`src/rtl/bl_dim_ctrl_pkg.sv`:
```
// Shared types and constants for the backlight dimming controller.
// Levels are unsigned 8.4 fixed point; duties are the 8-bit integer part.
package bl_dim_ctrl_pkg;

  typedef enum logic [1:0] {
    S_WAIT  = 2'd0,
    S_CALC  = 2'd1,
    S_APPLY = 2'd2,
    S_LOAD  = 2'd3
  } state_e;

  localparam logic [7:0]  PWM_MAX   = 8'd254;
  localparam logic [7:0]  DUTY_FULL = 8'hFF;
  localparam int unsigned FRAC_W    = 4;
  localparam int unsigned LEVEL_W   = 8 + FRAC_W;
  localparam logic [LEVEL_W-1:0] LEVEL_MAX = 12'hFF0;

  // Clamp a signed level sum into 0..LEVEL_MAX.
  function automatic logic [LEVEL_W-1:0] sat_level(input logic signed [LEVEL_W+1:0] sum);
    if (sum[LEVEL_W+1]) begin
      return '0;
    end else if (sum > $signed({2'b00, LEVEL_MAX})) begin
      return LEVEL_MAX;
    end else begin
      return sum[LEVEL_W-1:0];
    end
  endfunction

  function automatic logic [7:0] max_u8(input logic [7:0] a, input logic [7:0] b);
    return (a > b) ? a : b;
  endfunction

endpackage

```
`src/rtl/bl_pwm_gen.sv`:
```
// Prescaled 255-tick PWM generator with registered output.
// boundary_o marks the last count of a period; a period boundary is boundary_o & tick_o.
module bl_pwm_gen
  import bl_dim_ctrl_pkg::*;
(
  input  logic        clk_i,
  input  logic        rst_ni,
  input  logic [15:0] prescale_i,
  input  logic [7:0]  duty_i,
  output logic        tick_o,
  output logic        boundary_o,
  output logic        pwm_o
);

  logic [15:0] presc_q, presc_d;
  logic [7:0]  cnt_q, cnt_d;
  logic        pwm_q, pwm_d;
  logic        tick;

  // Using >= lets a count left above a freshly lowered prescale wrap immediately.
  assign tick = (presc_q >= prescale_i);

  always_comb begin
    presc_d = tick ? 16'd0 : presc_q + 16'd1;
    cnt_d   = cnt_q;
    if (tick) begin
      cnt_d = (cnt_q == PWM_MAX) ? 8'd0 : cnt_q + 8'd1;
    end
    // Full duty is forced explicitly so the output can never dip at a wrap.
    pwm_d = (cnt_q < duty_i) || (duty_i == DUTY_FULL);
  end

  always_ff @(posedge clk_i or negedge rst_ni) begin
    if (!rst_ni) begin
      presc_q <= 16'd0;
      cnt_q   <= 8'd0;
      pwm_q   <= 1'b0;
    end else begin
      presc_q <= presc_d;
      cnt_q   <= cnt_d;
      pwm_q   <= pwm_d;
    end
  end

  assign tick_o     = tick;
  assign boundary_o = (cnt_q == PWM_MAX);
  assign pwm_o      = pwm_q;

endmodule

```
`src/rtl/bl_dim_ctrl.sv`:
```
// Frame-synchronous backlight dimming: IIR-smooths a per-frame block statistic,
// clamps it to a minimum duty and loads it into the PWM only on a period boundary.
module bl_dim_ctrl
  import bl_dim_ctrl_pkg::*;
(
  input  logic        iODCK,
  input  logic        iRST,
  input  logic        iV_Duty,
  input  logic [7:0]  iBlockData,
  input  logic [2:0]  iAlpha,
  input  logic [7:0]  iMinDuty,
  input  logic [15:0] iPrescale,
  output logic [7:0]  oDuty,
  output logic        oPWM,
  output logic        oUpdate
);

  state_e               state_q;
  logic                 vd_q;
  logic [7:0]           target_q;
  logic [LEVEL_W-1:0]   level_q;
  logic signed [12:0]   step_q;
  logic [7:0]           shadow_q;
  logic [7:0]           duty_q;
  logic                 update_q;

  logic                 frame_end;
  logic signed [12:0]   diff;
  logic signed [12:0]   shifted;
  logic signed [12:0]   step_d;
  logic signed [13:0]   sum;
  logic [LEVEL_W-1:0]   level_d;
  logic [7:0]           shadow_d;
  logic                 pwm_tick;
  logic                 pwm_last;
  logic                 period_end;

  assign frame_end = vd_q & ~iV_Duty;

  // Target is promoted to 8.4 so the difference carries the fractional bits.
  assign diff    = $signed({1'b0, target_q, {FRAC_W{1'b0}}}) - $signed({1'b0, level_q});
  assign shifted = diff >>> iAlpha;

  // A shift that rounds to zero would stall the level short of the target.
  always_comb begin
    step_d = shifted;
    if (shifted == 13'sd0 && diff != 13'sd0) begin
      step_d = diff[12] ? -13'sd1 : 13'sd1;
    end
  end

  assign sum      = $signed({2'b00, level_q}) + $signed({step_q[12], step_q});
  assign level_d  = sat_level(sum);
  assign shadow_d = max_u8(level_d[LEVEL_W-1 -: 8], iMinDuty);

  always_ff @(posedge iODCK or negedge iRST) begin
    if (!iRST) begin
      state_q  <= S_WAIT;
      vd_q     <= 1'b0;
      target_q <= 8'hFF;
      level_q  <= LEVEL_MAX;
      step_q   <= 13'sd0;
      shadow_q <= DUTY_FULL;
      duty_q   <= DUTY_FULL;
      update_q <= 1'b0;
    end else begin
      vd_q     <= iV_Duty;
      update_q <= 1'b0;
      case (state_q)
        S_WAIT: begin
          if (frame_end) begin
            target_q <= iBlockData;
            state_q  <= S_CALC;
          end
        end
        S_CALC: begin
          step_q  <= step_d;
          state_q <= S_APPLY;
        end
        S_APPLY: begin
          level_q  <= level_d;
          shadow_q <= shadow_d;
          state_q  <= S_LOAD;
        end
        S_LOAD: begin
          // Frame ends seen here are dropped; the pending shadow stays put.
          if (period_end) begin
            duty_q   <= shadow_q;
            update_q <= 1'b1;
            state_q  <= S_WAIT;
          end
        end
        default: state_q <= S_WAIT;
      endcase
    end
  end

  bl_pwm_gen u_pwm (
    .clk_i      (iODCK),
    .rst_ni     (iRST),
    .prescale_i (iPrescale),
    .duty_i     (duty_q),
    .tick_o     (pwm_tick),
    .boundary_o (pwm_last),
    .pwm_o      (oPWM)
  );

  assign period_end = pwm_tick & pwm_last;

  assign oDuty   = duty_q;
  assign oUpdate = update_q;

endmodule

```
`config.mk`:
```
export PLATFORM = sky130hd
export DESIGN_NAME = bl_dim_ctrl
export DESIGN_NICKNAME = d
export VERILOG_FILES = /design/src/rtl/bl_dim_ctrl_pkg.sv /design/src/rtl/bl_pwm_gen.sv /design/src/rtl/bl_dim_ctrl.sv
export SDC_FILE = /design/constraint.sdc
export NUM_CORES = 1
export LEC_CHECK = 0
export CORE_UTILIZATION = 59
export CTS_CLUSTER_SIZE = 12
export DETAILED_ROUTE_END_ITERATION = 7
export PLACE_DENSITY = 0.78
export SYNTH_ARGS = -nofsm -noshare
export SYNTH_HDL_FRONTEND = slang
export SYNTH_SLANG_ARGS = --single-unit
```
`constraint.sdc`:
```
create_clock -name iODCK -period 5.1 [get_ports iODCK]
set_clock_uncertainty 0.05 [all_clocks]
set_input_delay 0.765 -clock iODCK [delete_from_list [all_inputs] [get_ports iODCK]]
set_output_delay 0.765 -clock iODCK [all_outputs]
set_load 0.005 [all_outputs]
```
# Word level (Yosys, flattened, before mapping)

Cells that the tools add are included.

Flip-flop bits (word level): 78
Bits in latches: 0
RAM bits: 0
Memory bits (read-only): 0
Bits of input ports: 38
Output and inout bits: 10
Logic and storage cells: 50
Memories: 0

Add/subtract/negate cells: 4
Multipliers: 0
Divide/modulo/power cells: 0
$lt $le $gt $ge: 4
Equal/unequal tests: 7
Shift operators: 1
Multiplexer cells: 12
Bitwise gates (word level): 3
Reduce and logical (&&, ||, !) cells: 8

Operators with widths:

| operator                | number |
|---|---|
| $mux W13                | 2 |
| $mux W12                | 2 |
| $add A16 B1 Y16 const B | 1 |
| $eq A8 B8 Y1 const B    | 2 |
| $ge A16 B16 Y1          | 1 |
| $mux W16                | 1 |
| $mux W8                 | 2 |
| $add A13 B13 Y14        | 1 |
| $gt A14 B13 Y1 const B  | 1 |
| $logic_not A13 Y1       | 1 |
| $reduce_bool A13 Y1     | 1 |
| $sshr A13 B3 Y13        | 1 |
| $sub A12 B12 Y13        | 1 |
| $add A8 B1 Y8 const B   | 1 |
| $gt A8 B8 Y1            | 1 |
| $lt A8 B8 Y1            | 1 |
| $pmux W2 S4             | 1 |
| $reduce_and A2 Y1       | 3 |
| $eq A2 B2 Y1 const B    | 2 |
| $mux W2                 | 2 |
| $ne A2 B2 Y1 const B    | 2 |
| $and A1 B1 Y1           | 2 |
| $eq A2 B1 Y1 const B    | 1 |
| $logic_not A2 Y1        | 1 |
| other kinds (4)         | 5 |

# Logic depth before layout (Yosys ltp)

Gate-level depths: netlist (run 1).

Depth in word-level cells: 6
Depth in mapped cells: 22
Mapped depth without buffers: 22

# Cells and area by module

A second synthesis (run 1) with hierarchy kept.

Cell total of the unflattened synthesis: 700
Area total of the unflattened synthesis: 6,286.0 um2

Modules (own cells, without submodules):

| module      | instances | cells each | area each (um2) |
|---|---|---|---|
| bl_dim_ctrl | 1         | 499        | 4,495.6 |
| bl_pwm_gen  | 1         | 201        | 1,790.5 |

# Least setup slack after synthesis (run 1)

No wires, ideal clock.

Path kind: register to register
Start point: reg level_q[0]
End point: reg shadow_q[2]
Setup time: 83 ps
Data arrival time: 4,066 ps
Slack: 901 ps
Cell stages (with the launch flop): 23
Buffers on the path: 0
Cell sequence: dfrtp_1 -> ha_1 -> inv_1 -> fa_1 -> nand2b_1 -> a21oi_1 -> o21ai_0 -> a21oi_1 -> a31oi_1 -> o211ai_1 -> xor2_1 -> o21ai_0 -> inv_1 -> ha_1 -> nor2b_1 -> o21a_1 -> o21ai_0 -> nand2b_1 -> a21oi_1 -> o21ai_0 -> o21ai_1 -> nor2_1 -> a221o_1

Longest elaborated chain between the ends: 6

Ends and longest elaborated chain:

| element                | RTL line              | RTL |
|---|---|---|
| from (decl)            | bl_dim_ctrl.sv:21     | `logic [LEVEL_W-1:0] level_q;` |
| from (signal assigned) | bl_dim_ctrl.sv:81     | `level_q <= level_d;` |
| $add A13 B13 Y14 *     | bl_dim_ctrl.sv:52     | `assign sum = $signed({2'b00, level_q}) + $signed({step_q[12], step_q});` |
| $gt A14 B13 Y1         | bl_dim_ctrl_pkg.sv:22 | `end else if (sum > $signed({2'b00, LEVEL_MAX})) begin` |
| $mux W12               | bl_dim_ctrl_pkg.sv:22 |  |
| $mux W12 *             | bl_dim_ctrl_pkg.sv:20 | `if (sum[LEVEL_W+1]) begin` |
| net level_d[5]         | bl_dim_ctrl.sv:32     | `logic [LEVEL_W-1:0] level_d;` |
| $gt A8 B8 Y1 *         | bl_dim_ctrl_pkg.sv:30 | `return (a > b) ? a : b;` |
| $mux W8 *              | bl_dim_ctrl_pkg.sv:30 |  |
| to (signal assigned)   | bl_dim_ctrl.sv:82     | `shadow_q <= shadow_d;` |
| to (decl)              | bl_dim_ctrl.sv:23     | `logic [7:0] shadow_q;` |

The timed path passes the listed nets; every way through them passes the cells marked *.
A chain may end at the register's enable or synchronous reset.

# Worst setup path after layout (run 1)

Start point: reg level_q[0]
End point: reg shadow_q[4]

The elaborated chain is that of the path after synthesis.

==> insert_results.sql, run 1 <==
INSERT INTO impl_metrics (metric_group, metric, value, unit) VALUES
('cts', 'cts_buffer_depth', '2', ''),
('place', 'global_placement_routability_congestion', '0.9851', ''),
('logic_synthesis', 'yosysUniqueCellTypes', '73', ''),
('sta', 'hold_violations', '0', ''),
('final_layout', 'multi_input_area', '0.003583', 'mm^2'),
('final_layout', 'layout.cell_area.non_filler', '0.006643', 'mm^2'),
('setup_path', 'cp-end-kind', 'flop', ''),
('die', 'coreArea', '0.009729', 'mm^2'),
('logic_synthesis', 'yosys-top-cells-area', 'sky130_fd_sc_hd__dfrtp_1 20%, sky130_fd_sc_hd__dfstp_2 14%, sky130_fd_sc_hd__ha_1 13%, sky130_fd_sc_hd__mux2_2 4.4%, sky130_fd_sc_hd__inv_1 3.8%', ''),
('final_layout', 'layout.cells.non_filler', '824', ''),
('global_route', 'grtUsageTotal', '0.2572', ''),
('setup_path', 'critical_path.cell_chain', 'ha_1 -> inv_1 -> fa_1 -> nand2b_1 -> a21oi_1 -> o21ai_0 -> a21oi_1 -> a31oi_1 -> o211ai_1 -> xor2_1 -> o21ai_1 -> inv_1 -> ha_1 -> nor2b_1 -> o21a_1 -> o21ai_0 -> nand2b_1 -> a21oi_1 -> o21ai_0 -> o21ai_2 -> nor2_1 -> a221o_1', ''),
('setup_path', 'reg2reg_setup_slack', '0.46', 'ns'),
('logic_synthesis', 'number_of_flops_mapped_to_enable_cells_by_yosys', '0', ''),
('place', 'place.detailed.instances', '808', ''),
('outcome', 'run_status', 'complete, no violations', ''),
('final_layout', 'seq_area', '0.001992', 'mm^2'),
('logic_synthesis', 'syn-cell-area', '0.005896', 'mm^2'),
('global_route', 'gr-total-overflow', '0', ''),
('place', 'hpwlAfterDp', '9.818', 'mm'),
('die', 'placement_rows', '36', ''),
('power', 'leakagePower', '0.003048', 'uW'),
('die', 'initial_cell_density_of_the_core', '0.6060', ''),
('final_layout', 'syn_to_final_growth', '12.67', '%'),
('cts', 'cts_setup_buffers', '0', ''),
('drt', 'initialDrtViolationCount', '238', ''),
('logic_synthesis', 'commonest_cells_in_the_synthesized_netlist', '60 x sky130_fd_sc_hd__ha_1, 60 x sky130_fd_sc_hd__inv_1, 60 x sky130_fd_sc_hd__nor2_1, 46 x sky130_fd_sc_hd__dfrtp_1', ''),
('cts', 'cts-resized-gates', '0', ''),
('final_layout', 'nFillCells', '774', ''),
('global_route', 'grt_start_max_net_pins', '79', ''),
('setup_path', 'r2r_worst_path_depth', '22', ''),
('setup_path', 'data_required_critical_path', '5.32', 'ns'),
('cts', 'clk-insertion-delay-late', '0.35', 'ns'),
('sta', 'share_of_the_clock_period_used_by_the_worst_path', '0.9091', ''),
('cts', 'path_clk_slew', '0.08', 'ns'),
('min_path', 'hold_path_class', 'flop to flop', ''),
('logic_synthesis', 'synth.yosys.seq_area_share', '0.3379', ''),
('die', 'chipWidth', '102.0', 'um'),
('die', 'floorplan.die.height', '102.0', 'um'),
('place', 'dpl_cell_area', '0.006461', 'mm^2'),
('logic_synthesis', 'ys_warn_count', '0', ''),
('logic_synthesis', 'yosys_register_bits', '78', ''),
('min_path', 'min_path_cells', '2', ''),
('setup_path', 'worstSetupStartpointType', 'flop', ''),
('setup_path', 'timing.critical_path.slowest_stage_cell', 'sky130_fd_sc_hd__dfrtp_1', ''),
('logic_synthesis', 'synthesis.instances', '649', ''),
('global_route', 'via_count_of_the_first_global_routing_pass', '4611', ''),
('global_route', 'grt_pass1_wl', '21.00', 'mm'),
('final_layout', 'final_core_utilization', '0.6827', ''),
('cts', 'post_cts_hold_buffer_count', '0', ''),
('sta', 'layout_setup_ws', '0.4638', 'ns'),
('sta', 'worst_slew_pin_slew', '1.186', 'ns'),
('setup_path', 'criticalPathCategory', 'flop to flop', ''),
('drt', 'avgViaCountPerCell', '5.925', ''),
('sta', 'finalSetupViolations', '0', ''),
('sta', 'slew_headroom', '0.2090', ''),
('logic_synthesis', 'fraction_of_post_synthesis_cell_area_in_the_top_cell_type_by_area', '0.1952', ''),
('power', 'power.share.switching', '0.3086', ''),
('setup_path', 'cp_slowest_stage_delay', '0.41', 'ns'),
('drt', 'drc', '0', ''),
('min_path', 'startpoint_of_the_most_critical_hold_path', 'shadow_q[6]', ''),
('power', 'cell_internal_pwr', '1069', 'uW'),
('cts', 'numClockSinks', '78', ''),
('sta', 'rsz_0062_raised_after_global_routing', 'false', ''),
('sta', 'final_max_slew_viol_count', '0', ''),
('global_route', 'antenna_found_initial', '0', ''),
('setup_path', 'r2r_end', 'shadow_q[4]', ''),
('die', 'die_area', '0.01040', 'mm^2'),
('flow_run', 'max-cap-violations', '0', ''),
('drt', 'final_antenna_net_count', '0', ''),
('drt', 'wl', '13.04', 'mm');
## power by group through the flow
| stage | logic (uW) | clock network (uW) | registers, uW |
|---|---|---|---|
| after floorplan | 277 | 0 | 711 |
| after global placement | 368 | 0 | 726 |
| after detailed placement | 384 | 0 | 729 |
| after CTS | 387 | 456 | 718 |
| after global routing | 433 | 476 | 725 |
| final | 388 | 440 | 718 |
## layer usage
layer,track usage,vias up,wire length [um]
met2,0.4548,136,6523
li1,-,2390,-
met4,0.1066,0,325
met5,0,-,0
met1,0.3127,2331,5595
met3,0.03899,25,593
## cell type report
type / count / share of cell area
flip-flops and latches: 78 / 0.2999
multi-input cells: 485 / 0.5395
clock buffers: 14 / 0.02147
well taps: 133 / 0.02505
clock inverters: 2 / 0.005274
repair buffers: 50 / 0.07384
inverters: 62 / 0.03503
## worst max-delay path: cells and delay by family, from the launching register on
kind | cells | cell delay, ns
AOI/OAI and AO/OA | 12 | 2.28
xor gates and xnor gates | 1 | 0.34
adders and majority gates | 3 | 0.82
buffers and inverters | 2 | 0.15
DFF | 1 | 0.41
and+or+nand+nor | 4 | 0.52
## logic make-up after synthesis
family                     synth area share
muxes                               0.06558
and+or+nand+nor                      0.1651
adders and majority gates            0.1307
DFF                                  0.3379
AOI/OAI and AO/OA                    0.1899
xor gates and xnor gates            0.05348
buffers and inverters               0.05730
## flip-flops by register name, summed over array words and instances, names as in the netlist, 2 cells and up
register and count:
state_q 2, u_pwm.cnt_q 8, shadow_q 8, u_pwm.presc_q 16, step_q 13, target_q 8, level_q 12, oDuty 8
## through the flow
step                hold slack [ns]  total power [uW]
floorplan                    0.4049             988.1
global placement             0.4242              1094
detailed placement           0.4260              1113
CTS                          0.4484              1561
global route                 0.4687              1634
finish                       0.4464              1547
## placed cells by master (no fill, tap or decap), types with 3 or more instances in the layout
cell type | synthesis | final
sky130_fd_sc_hd__dfrtp_1 | 46 | 46
sky130_fd_sc_hd__mux2_2 | 23 | 23
sky130_fd_sc_hd__inv_1 | 60 | 60
sky130_fd_sc_hd__nand3b_1 | 3 | 3
sky130_fd_sc_hd__clkbuf_1 | 15 | 5
sky130_fd_sc_hd__a221o_1 | 4 | 4
sky130_fd_sc_hd__clkbuf_8 | 0 | 9
sky130_fd_sc_hd__buf_4 | 0 | 4
sky130_fd_sc_hd__a21oi_1 | 36 | 36
sky130_fd_sc_hd__ha_1 | 60 | 60
sky130_fd_sc_hd__o31ai_1 | 4 | 3
sky130_fd_sc_hd__nor2b_1 | 7 | 7
sky130_fd_sc_hd__a21o_1 | 21 | 21
sky130_fd_sc_hd__xor2_1 | 20 | 20
sky130_fd_sc_hd__o21ai_0 | 23 | 22
sky130_fd_sc_hd__o22ai_1 | 8 | 8
sky130_fd_sc_hd__o211ai_1 | 8 | 8
sky130_fd_sc_hd__nor2_1 | 60 | 60
sky130_fd_sc_hd__or2_2 | 3 | 3
sky130_fd_sc_hd__mux2i_1 | 9 | 9
sky130_fd_sc_hd__and3_1 | 10 | 10
sky130_fd_sc_hd__a31oi_1 | 6 | 6
sky130_fd_sc_hd__nand2b_1 | 9 | 9
sky130_fd_sc_hd__nand2_1 | 36 | 36
sky130_fd_sc_hd__nand3_1 | 25 | 25
sky130_fd_sc_hd__nand4_1 | 11 | 11
sky130_fd_sc_hd__o221ai_1 | 3 | 3
sky130_fd_sc_hd__clkdlybuf4s50_1 | 0 | 46
sky130_fd_sc_hd__a22o_1 | 3 | 3
sky130_fd_sc_hd__o21a_1 | 9 | 9
sky130_fd_sc_hd__dfstp_2 | 32 | 32
sky130_fd_sc_hd__a211oi_1 | 8 | 8
sky130_fd_sc_hd__nor3_1 | 14 | 14
sky130_fd_sc_hd__xnor2_1 | 16 | 16
## how the worst max path moves through the flow
stage                  endpoint  slack, ns  depth (start not counted)
finish              shadow_q[4]       0.46                         22
detailed placement  shadow_q[4]       0.35                         22
global route        shadow_q[2]       0.06                         22
CTS                 shadow_q[4]       0.32                         22
global placement    shadow_q[5]       0.59                         22
floorplan           shadow_q[2]       0.90                         22
Note: power is estimated with default switching activity, not from simulation.
==> run 2, diff against run 1 <==
- PLACE_DENSITY: 0.78 -> 0.91
==> run 2 against run 1 <==
Effect of this change:
- wire length up 6.2%
- critical path depth stayed put
- total power increased by 2.4%
- non-clock buffer count decreased by 1
- maximum frequency fell by 0.96%
- via count rose by 2.7%
- clock power rose by 8.0%
- sequential cell count stayed put
- combinational power increased by 1%
- register-to-register slack got worse by 0.04 ns
- first-iteration DRC count increased by 14%
- hold slack better by 0.021 ns
==> insert_results.sql, run 2 (synthesized netlist as in run 1, its figures left out) <==
INSERT INTO impl_metrics (metric_group, metric, value, unit) VALUES
('outcome', 'run_status', 'complete, no violations', ''),
('final_layout', 'max_flop_register', 'u_pwm.presc_q', ''),
('die', 'coreArea', '0.009729', 'mm^2'),
('sta', 'period_needed', '4.681', 'ns'),
('place', 'io_buffer_count', '47', ''),
('setup_path', 'timing.critical_path.arrival', '4.93', 'ns'),
('final_layout', 'largest_register_ffs', '16', ''),
('drt', 'final_antenna_net_count', '0', ''),
('cts', 'tritoncts', 'built', ''),
('min_path', 'hold_path_end', 'step_q[2]', ''),
('power', 'power.share.switching', '0.3330', ''),
('die', 'placement_rows', '36', ''),
('drt', 'avgViaCountPerCell', '6.094', ''),
('setup_path', 'cp-end-kind', 'flop', ''),
('cts', 'numCtsBuffers', '9', ''),
('power', 'power.net_switching', '527.3', 'uW'),
('drt', 'wl', '13.85', 'mm'),
('die', 'floorplan.io_pins', '48', ''),
('final_layout', 'layout.cells.non_filler', '823', ''),
('place', 'detailedPlace.worstSlack', '0.2666', 'ns'),
('drt', 'routed-via-count', '5015', ''),
('power', 'power_frac_seq', '0.453', ''),
('power', 'vdd_ir_drop_max', '0.1891', 'mV'),
('global_route', 'grt_start_max_net_pins', '79', ''),
('sta', 'worst_slew_pin_slew', '1.195', 'ns'),
('die', 'initial_cell_density_of_the_core', '0.6060', ''),
('min_path', 'hold_path_class', 'flop to flop', ''),
('min_path', 'min_path_cells', '1', ''),
('cts', 'root_buffer', 'sky130_fd_sc_hd__clkbuf_8', ''),
('cts', 'htreeDepth', '3', ''),
('cts', 'clk-insertion-delay-late', '0.36', 'ns'),
('sta', 'share_of_the_clock_period_used_by_the_worst_path', '0.9178', ''),
('global_route', 'grt_pass1_wl', '22.71', 'mm'),
('global_route', 'gr-total-overflow', '0', ''),
('sta', 'finalSetupViolations', '0', ''),
('power', 'share_comb_of_total_power', '0.247', ''),
('drt', 'initialDrtViolationCount', '272', ''),
('final_layout', 'layout-drive-gt1-share', '0.1377', ''),
('final_layout', 'nFillCells', '723', ''),
('power', 'power.clock.fraction', '0.300', ''),
('sta', 'layout_setup_ws', '0.4191', 'ns'),
('global_route', 'antenna_found_initial', '0', ''),
('setup_path', 'worst_r2r_startpoint', 'level_q[0]', ''),
('sta', 'slew_headroom', '0.2033', ''),
('setup_path', 'criticalPathCategory', 'flop to flop', ''),
('drt', 'drt_pre_antenna_iters', '4', ''),
('global_route', 'grtUsageTotal', '0.2776', ''),
('final_layout', 'syn_to_final_growth', '12.90', '%'),
('setup_path', 'r2r_end', 'shadow_q[3]', ''),
('cts', 'cts_buffer_depth', '2', ''),
('power', 'total_power', '1583', 'uW'),
('place', 'hpwlAfterDp', '10.25', 'mm'),
('global_route', 'via_count_of_the_first_global_routing_pass', '4948', ''),
('flow_run', 'max-cap-violations', '0', ''),
('power', 'cellPowerDensity', '237.8', 'mW/mm^2'),
('power', 'cell_internal_pwr', '1056', 'uW'),
('sta', 'tns', '0', 'ns'),
('final_layout', 'biggestRegsByFlops', 'u_pwm.presc_q x16, step_q x13, level_q x12', ''),
('place', 'global_placement_routability_congestion', '0.9939', ''),
('sta', 'final_max_slew_viol_count', '0', ''),
('drt', 'drc', '0', ''),
('power', 'leakagePower', '0.003054', 'uW'),
('setup_path', 'r2r_worst_path_depth', '22', ''),
('die', 'floorplan.die.height', '102.0', 'um'),
('setup_path', 'worst-path-max-fanout', '7', ''),
('die', 'chipWidth', '102.0', 'um'),
('sta', 'hold_violations', '0', ''),
('cts', 'path_clk_slew', '0.10', 'ns'),
('die', 'die_area', '0.01040', 'mm^2'),
('cts', 'numClockSinks', '78', ''),
('place', 'place.detailed.instances', '807', ''),
('final_layout', 'n_antenna_cell', '0', ''),
('sta', 'rsz_0062_raised_after_global_routing', 'false', ''),
('final_layout', 'most-common-layout-cells', '60 x sky130_fd_sc_hd__inv_1, 60 x sky130_fd_sc_hd__nor2_1, 60 x sky130_fd_sc_hd__ha_1', ''),
('min_path', 'startpoint_of_the_most_critical_hold_path', 'step_q[2]', ''),
('cts', 'cts_setup_buffers', '0', ''),
('sta', 'achievable-frequency', '0.2136', 'GHz'),
('setup_path', 'data_required_critical_path', '5.34', 'ns'),
('final_layout', 'finalNetCount', '784', ''),
('drt', 'routed_wire_length_per_instance', '16.83', 'um'),
('setup_path', 'reg2reg_setup_slack', '0.42', 'ns'),
('setup_path', 'worstSetupStartpointType', 'flop', '');
==> run 2: changes by cell type in the layout (fill, tap and decap cells not counted), sizes merged <==
cell	delta
bufinv	-1
inv	+3
clkbuf	-4
clkinv	+1
buf	-1
clkinvlp	+1
==> run 2: stage by stage <==
| step | hold slack [ns] | util | instance area (um^2) |
|---|---|---|---|
| 6_report | 0.4672 | 0.6842 | 6656 |
| 5_1_grt | 0.4746 | 0.6842 | 6656 |
| 4_1_cts | 0.4672 | 0.6838 | 6653 |
| 3_5_place_dp | 0.4467 | 0.6633 | 6454 |
| 3_3_place_gp | 0.4341 | 0.6633 | 6454 |
| 2_1_floorplan | 0.4049 | - | 5896 |
==> run 2: worst max-delay path by stage <==
stage | startpoint | end | slack (ns) | depth (start not counted)
4_1_cts | level_q[0] | shadow_q[3] | 0.27 | 22
3_5_place_dp | level_q[0] | shadow_q[3] | 0.27 | 22
3_3_place_gp | level_q[0] | shadow_q[5] | 0.62 | 22
5_1_grt | level_q[0] | shadow_q[2] | 0.02 | 22
2_1_floorplan | level_q[0] | shadow_q[2] | 0.90 | 22
6_report | level_q[0] | shadow_q[3] | 0.42 | 22
==> run 2: repair_timing <==
action,in CTS,in global routing
hold buffers,0,0
setup endpoints to repair,0,5
resized for setup,0,1
==> run 2: power groups by stage <==
stage | Combinational, uW | Sequential, uW | Clock (uW)
3_3_place_gp | 368 | 725 | 0
3_5_place_dp | 385 | 728 | 0
6_report | 392 | 717 | 475
5_1_grt | 436 | 723 | 502
2_1_floorplan | 277 | 711 | 0
4_1_cts | 389 | 717 | 474
==> run 2: metal layers <==
layer,track usage,vias to the layer above,wire (um)
met1,0.3411,2403,5649
li1,-,2396,-
met2,0.4688,171,6926
met4,0.1385,0,549
met5,0,-,0
met3,0.05130,45,722
==> run 2: area by class of cell <==
class,instances,area [um^2],area share
clock buffer,10,148.9,0.02237
timing repair buffer,49,483.0,0.07256
inverter,62,232.7,0.03496
multi-input combinational,485,3583,0.5383
clock inverter,6,50.05,0.007519
tap,133,166.4,0.02500
sequential,78,1992,0.2992
==> run 2: worst max-delay path, stage by stage, from the launching register on <==
cell and delay, ns:
sky130_fd_sc_hd__dfrtp_1 0.41, sky130_fd_sc_hd__ha_1 0.19, sky130_fd_sc_hd__inv_1 0.06, sky130_fd_sc_hd__fa_1 0.40, sky130_fd_sc_hd__nand2b_1 0.18, sky130_fd_sc_hd__a21oi_1 0.14
sky130_fd_sc_hd__o21ai_0 0.12, sky130_fd_sc_hd__a21oi_1 0.22, sky130_fd_sc_hd__a31oi_1 0.18, sky130_fd_sc_hd__o211ai_1 0.30, sky130_fd_sc_hd__xor2_1 0.18, sky130_fd_sc_hd__o21ai_0 0.36
sky130_fd_sc_hd__inv_1 0.08, sky130_fd_sc_hd__ha_1 0.29, sky130_fd_sc_hd__nor2b_1 0.14, sky130_fd_sc_hd__o21a_1 0.16, sky130_fd_sc_hd__o21ai_0 0.15, sky130_fd_sc_hd__nand2b_1 0.07
sky130_fd_sc_hd__a21oi_1 0.14, sky130_fd_sc_hd__o21ai_0 0.14, sky130_fd_sc_hd__o21ai_2 0.18, sky130_fd_sc_hd__nor2_1 0.14, sky130_fd_sc_hd__a221o_1 0.34
